===== config.mk =====
export PLATFORM = sky130hd
export DESIGN_NAME = sha256_word_unpack
export DESIGN_NICKNAME = d
export VERILOG_FILES = /design/src/rtl/sha256_word_unpack.sv
export SDC_FILE = /design/constraint.sdc
export NUM_CORES = 1
export LEC_CHECK = 0
export CAP_MARGIN = 20
export CORE_MARGIN = 8
export CORE_UTILIZATION = 46
export DETAILED_ROUTE_END_ITERATION = 7
export PLACE_DENSITY = 0.79
export SETUP_SLACK_MARGIN = 0.2
export SYNTH_ARGS = -nofsm -noshare
export SYNTH_HDL_FRONTEND = slang
export SYNTH_SLANG_ARGS = --single-unit

===== constraint.sdc =====
create_clock -name CLK -period 2.05 [get_ports CLK]
set_input_delay 0.41 -clock CLK [delete_from_list [all_inputs] [get_ports CLK]]
set_output_delay 0.41 -clock CLK [all_outputs]
set_load 0.05 [all_outputs]

===== src/rtl/sha256_word_unpack.sv =====
// Splits 32-bit message words into two half-words (high first) for the sha256crypt register stages.
// Optional build macro SHA256_UNPACK_BSWAP_EN byte-reverses each accepted word (N=16 only).
module sha256_word_unpack #(
    parameter int N     = 16,
    parameter int WORDS = 16
) (
    input  logic           CLK,
    input  logic           rst,
    input  logic [2*N-1:0] in_data,
    input  logic           in_valid,
    output logic           in_ready,
    input  logic           out_ready,
    output logic [N-1:0]   out_data,
    output logic           out_en,
    output logic           out_hi,
    output logic [3:0]     out_idx,
    output logic           blk_done
);

    // state | meaning
    // IDLE  | no word held
    // HI    | word held, high half pending
    // LO    | low half pending
    typedef enum logic [1:0] {IDLE, HI, LO} state_t;

    localparam logic [3:0] LAST = 4'(WORDS - 1);

    state_t         state_q, state_d;
    logic [2*N-1:0] hold_q, hold_d;
    logic [3:0]     cnt_q, cnt_d;
    logic [2*N-1:0] word_in;
    logic           accept;
    logic           lo_xfer;

`ifdef SHA256_UNPACK_BSWAP_EN
    localparam int BYTES = (2 * N) / 8;

    // Little-endian host words are reversed so the core sees them big-endian.
    always_comb begin
        word_in = in_data;
        if (N == 16) begin
            for (int i = 0; i < BYTES; i++) begin
                word_in[8*i +: 8] = in_data[8*(BYTES-1-i) +: 8];
            end
        end
    end
`else
    assign word_in = in_data;
`endif

    always_comb begin
        in_ready = !rst && ((state_q == IDLE) || ((state_q == LO) && out_ready));
        accept   = in_valid && in_ready;
        lo_xfer  = (state_q == LO) && out_ready;

        state_d = state_q;
        hold_d  = hold_q;
        cnt_d   = cnt_q;

        case (state_q)
            IDLE:    if (accept) state_d = HI;
            HI:      if (out_ready) state_d = LO;
            LO:      if (out_ready) state_d = accept ? HI : IDLE;
            default: state_d = IDLE;
        endcase

        if (accept) hold_d = word_in;
        if (lo_xfer) cnt_d = (cnt_q == LAST) ? 4'd0 : cnt_q + 4'd1;
    end

    always_ff @(posedge CLK) begin
        if (rst) begin
            state_q <= IDLE;
            hold_q  <= '0;
            cnt_q   <= '0;
        end else begin
            state_q <= state_d;
            hold_q  <= hold_d;
            cnt_q   <= cnt_d;
        end
    end

    // IDLE keeps showing the low half, which is the last value driven.
    always_comb begin
        out_hi   = !rst && (state_q == HI);
        out_en   = !rst && ((state_q == HI) || (state_q == LO)) && out_ready;
        out_data = rst ? '0 : ((state_q == HI) ? hold_q[2*N-1:N] : hold_q[N-1:0]);
        out_idx  = rst ? 4'd0 : cnt_q;
        blk_done = !rst && lo_xfer && (cnt_q == LAST);
    end

endmodule


# == After elaboration in Yosys (flattened, before gate mapping) ==
# Cells that the tools add are included.
# classes
n_addsub,1
multipliers,0
n_div,0
magnitude_cmp,0
n_eq_ne,6
shifts,0
muxes,9
n_bitwise,0
n_reduce_logical,13
# ops
cell,count
$mux 16,2
$logic_and 1x1->1,8
$mux 4,2
$mux 2,3
$ne 2x2->1 const B,3
$pmux 2 s3,1
$add 4x1->4 const B,1
$eq 4x4->1 const B,1
$reduce_and 3->1,1
$eq 2x1->1 const B,1
$eq 2x2->1 const B,1
$logic_not 2->1,1
$logic_or 1x1->1,2
$logic_not 1->1,1
$mux 1,1
# word_totals
regBits,38
latch_bits,0
ramBits,0
romBits,0
inputBits,36
out_inout_bits,24
elab_cells,32
n_memories,0

# == Logic depth before layout (Yosys ltp) ==
# logic_depth
word_depth,8
depth_mapped,6
ltp_nobuf,5

# == Worst setup path before layout ==
# OpenSTA, ideal clock, no wires.
# synth_path
kind,input-to-output
startpoint,in rst
endpoint,out blk_done
arrival_ps,2099
required_time_ps,1640
setup_slack_ps,-459
path_stages,4
n_path_buf,1
cell_sequence,buf_2 > nor2b_1 > nand2_1 > nor2_1
# synth_via
elab_chain_cells,3
# synth_rtl
item,line_no,rtl
"start, declared",8,"input logic rst,"
$logic_not 1->1,89,blk_done = !rst && lo_xfer && (cnt_q == LAST);
$logic_and 1x1->1 (2 in series),89,
"end, declared",17,output logic blk_done
# No other way between the ends.

# == Worst setup path in the final report ==
# layout_path
startpoint,reg state_q[1]
endpoint,out out_data[0]
# layout_via
elab_chain_cells,3
# layout_rtl
item,line_no,rtl
"start, declared",28,"state_t state_q, state_d;"
"start signal, assigned",77,state_q <= state_d;
$eq 2x1->1,87,out_data = rst ? '0 : ((state_q == HI) ? hold_q[2*N-1:N] : hold_q[N-1:0]);
$mux 16 (2 in series),87,
"end, declared",13,"output logic [N-1:0] out_data,"
# No other way between the ends.

==> results.sh <==
export IMPL_cts_buffers=5
export IMPL_ir_worst_vdd_uv=598
export IMPL_routedWlPerCell_um=17.1
export IMPL_cts_tree="built"
export IMPL_overflow=0
export IMPL_min_period_ps=1980
export IMPL_die_w_um=81.0
export IMPL_worstSetupEndpointType="output pin"
export IMPL_netlist_area_sq_um=1940
export IMPL_synthArstFlopShare_pct=0
export IMPL_hold_class="flip-flop to flip-flop"
export IMPL_coreArea_sq_um=4030
export IMPL_clk_pin_slew_ps=70
export IMPL_ys_flop_type="dfxtp_1"
export IMPL_yosysSeqAreaShare_pct=39.2
export IMPL_drt_iter0_markers=145
export IMPL_grt_pass1_wl_um=8650
export IMPL_clock_latency_ps=290
export IMPL_yosysWarnings=0
export IMPL_timing_hold_violations_final=0
export IMPL_cp_required_ps=1640
export IMPL_cts_buffer_depth=2
export IMPL_io_pins=60
export IMPL_hold_buffers=0
export IMPL_viasPerCell=5.39
export IMPL_portBuffers=59
export IMPL_cts_htree_levels=2
export IMPL_synth_cell_types=28
export IMPL_initial_utilization_pct=48.2
export IMPL_max_slew_margin_pct=58.2
export IMPL_clock_sinks=38
export IMPL_grt_pass1_vias=1799
export IMPL_final_nets=330
export IMPL_gp_congestion=0.754
export IMPL_drive_gt1_share_pct=30.3
export IMPL_fin_cells=340
export IMPL_synthCells=229
export IMPL_path_max_fanout=6
export IMPL_yosysTopAreaCell="dfxtp_1"
export IMPL_p_leak_nw=1.17
export IMPL_status="finished, final reports clean"
export IMPL_power_density_nw_per_um2=836
export IMPL_grt_max_degree=40
export IMPL_ant_nets=0
export IMPL_multi_input_area_sq_um=1280
export IMPL_path_class="flip-flop to output pin"
export IMPL_rsz0062_at_grt="true"
export IMPL_tns_ps=0
export IMPL_syn_nets=270
export IMPL_seq_area_sq_um=766
export IMPL_die_y_um=81.0
export IMPL_area_growth_synth_to_final_pct=69.0
export IMPL_slowest_stage="dfxtp_4"
export IMPL_synth_top_area_share_pct=39.2
export IMPL_dp_cells=326
export IMPL_critical_path_top_delay_family="buffers and inverters"
export IMPL_drc=0
export IMPL_worst_slack_ps=71.0
export IMPL_fillers=235
export IMPL_diodes=0
export IMPL_crit_path_start_kind="flip-flop"
export IMPL_min_period_over_period_pct=96.5
export IMPL_antenna_found_initial=0
export IMPL_slowest_delay_ps=370
export IMPL_place_ws_ps=35.0
export IMPL_timing_hold_ws_ps=467
export IMPL_path_cells="inv_4 -> ha_4 -> buf_12 -> mux2i_1 -> nor2_2 -> clkbuf_16"
export IMPL_report_power_total_mw=2.74
export IMPL_hpwl_um=3510
export IMPL_tightest_slew_ps=626
export IMPL_cts_root_buf="clkbuf_8"
export IMPL_synthTopCellsByArea="dfxtp_1 (39%), nand2b_1 (10%), nand3_1 (9.0%)"
export IMPL_fmax_mhz=505
export IMPL_setup_viol_count_final=0
export IMPL_cap_violations=0
export IMPL_num_rows=23
export IMPL_firstDrtPassIters=4
export IMPL_synth_edf_count=0
export IMPL_path_buf_inv=3
export IMPL_ys_seq_elements=38
export IMPL_track_usage_pct=16.7
export IMPL_crit_arrival_ps=1570
export IMPL_dieArea_sq_um=6550
export IMPL_slew_viol_final=0
export IMPL_avgSynthCellArea_sq_um=8.47
export IMPL_routed_wl_um=5810
export IMPL_skew_ps=3.61
export IMPL_vias=1832
area by class of cell:
| cell class | instances | area share [%] |
|---|---|---|
| inverters | 2 | 0.305 |
| multi-input cells | 169 | 39.0 |
| clock inverters | 2 | 1.83 |
| repair buffers | 73 | 31.1 |
| well taps | 50 | 1.91 |
| flip-flops and latches | 38 | 23.3 |
| clock buffers | 6 | 2.52 |
cells in the mapped netlist, types with 2 or more instances:
| cell type | instances |
|---|---|
| nand2_1 | 6 |
| nand2b_1 | 32 |
| dfxtp_1 | 38 |
| a21oi_2 | 2 |
| buf_6 | 2 |
| a21oi_1 | 2 |
| buf_4 | 8 |
| o21ai_0 | 3 |
| inv_1 | 2 |
| ha_1 | 5 |
| nor2_1 | 21 |
| buf_2 | 7 |
| mux2i_1 | 16 |
| o21ai_1 | 30 |
| nor2b_1 | 6 |
| nand3_1 | 35 |
| clkbuf_1 | 3 |
worst min-delay path, delay by kind of cell, from the launching register on:
| family | cells | cell delay (ps) |
|---|---|---|
| flops | 1 | 310 |
| simple gates | 1 | 60 |
| compound gates | 1 | 50 |
metrics by stage:
step / area, sq um / util [%]
floorplan: 2030 / -
global placement: 2900 / 71.9
detailed placement: 2900 / 71.9
CTS: 3110 / 77.1
global route: 3280 / 81.4
finish: 3280 / 81.4
cells in the final DEF, fill, tap and decap left out, drive strengths merged, types with 4 or more instances in the layout:
| master | n |
|---|---|
| dfxtp | 38 |
| nand3 | 35 |
| buf | 34 |
| clkdlybuf4s50 | 33 |
| nand2b | 33 |
| o21ai | 33 |
| nor2 | 22 |
| mux2i | 16 |
| clkbuf | 11 |
| nand2 | 6 |
| nor2b | 6 |
| ha | 5 |
| a21oi | 4 |
registers in the layout (all words and copies together) (netlist names):
name,count
hold_q,32
state_q,2
cnt_q,4
timing repair:
action	in CTS	in global routing
pin swaps	0	3
buffers inserted	1	4
cloned	0	1
setup endpoints to repair	20	20
gates resized for setup	18	21
hold endpoints to repair	0	0
metal layers:
layer,vias up,GRT usage (%),wire length [um]
li1,900,-,-
met1,871,19.5,2480
met2,51,28.3,2870
met3,10,4.86,322
met4,0,6.07,136
met5,-,0,0
final timing paths:
kind | startpoint | end | slack (ps) | depth (start not counted)
setup reg to reg | state_q[1] | hold_q[19] | 250 | 6
setup / recovery | state_q[1] | out_data[0] | 70 | 6
hold reg to reg | hold_q[3] | hold_q[3] | 470 | 2
hold / removal | hold_q[3] | hold_q[3] | 470 | 2
cell families after synthesis:
| group | count (synthesis) | synth area share, % |
|---|---|---|
| multiplexers | 17 | 9.03 |
| flip-flops | 38 | 39.2 |
| AO/OA/AOI/OAI | 43 | 13.1 |
| XOR/XNOR | 1 | 0.451 |
| adder cells (fa/ha/maj) | 5 | 3.22 |
| AND/OR/NAND/NOR | 103 | 28.0 |
| buffers and inverters | 22 | 7.03 |
power breakdown:
group	switching, mW	internal [mW]
registers	0.0757	0.827
clock network	0.274	0.519
logic	0.532	0.513
total	0.881	1.86
Note: power is estimated with default switching activity, not from simulation.
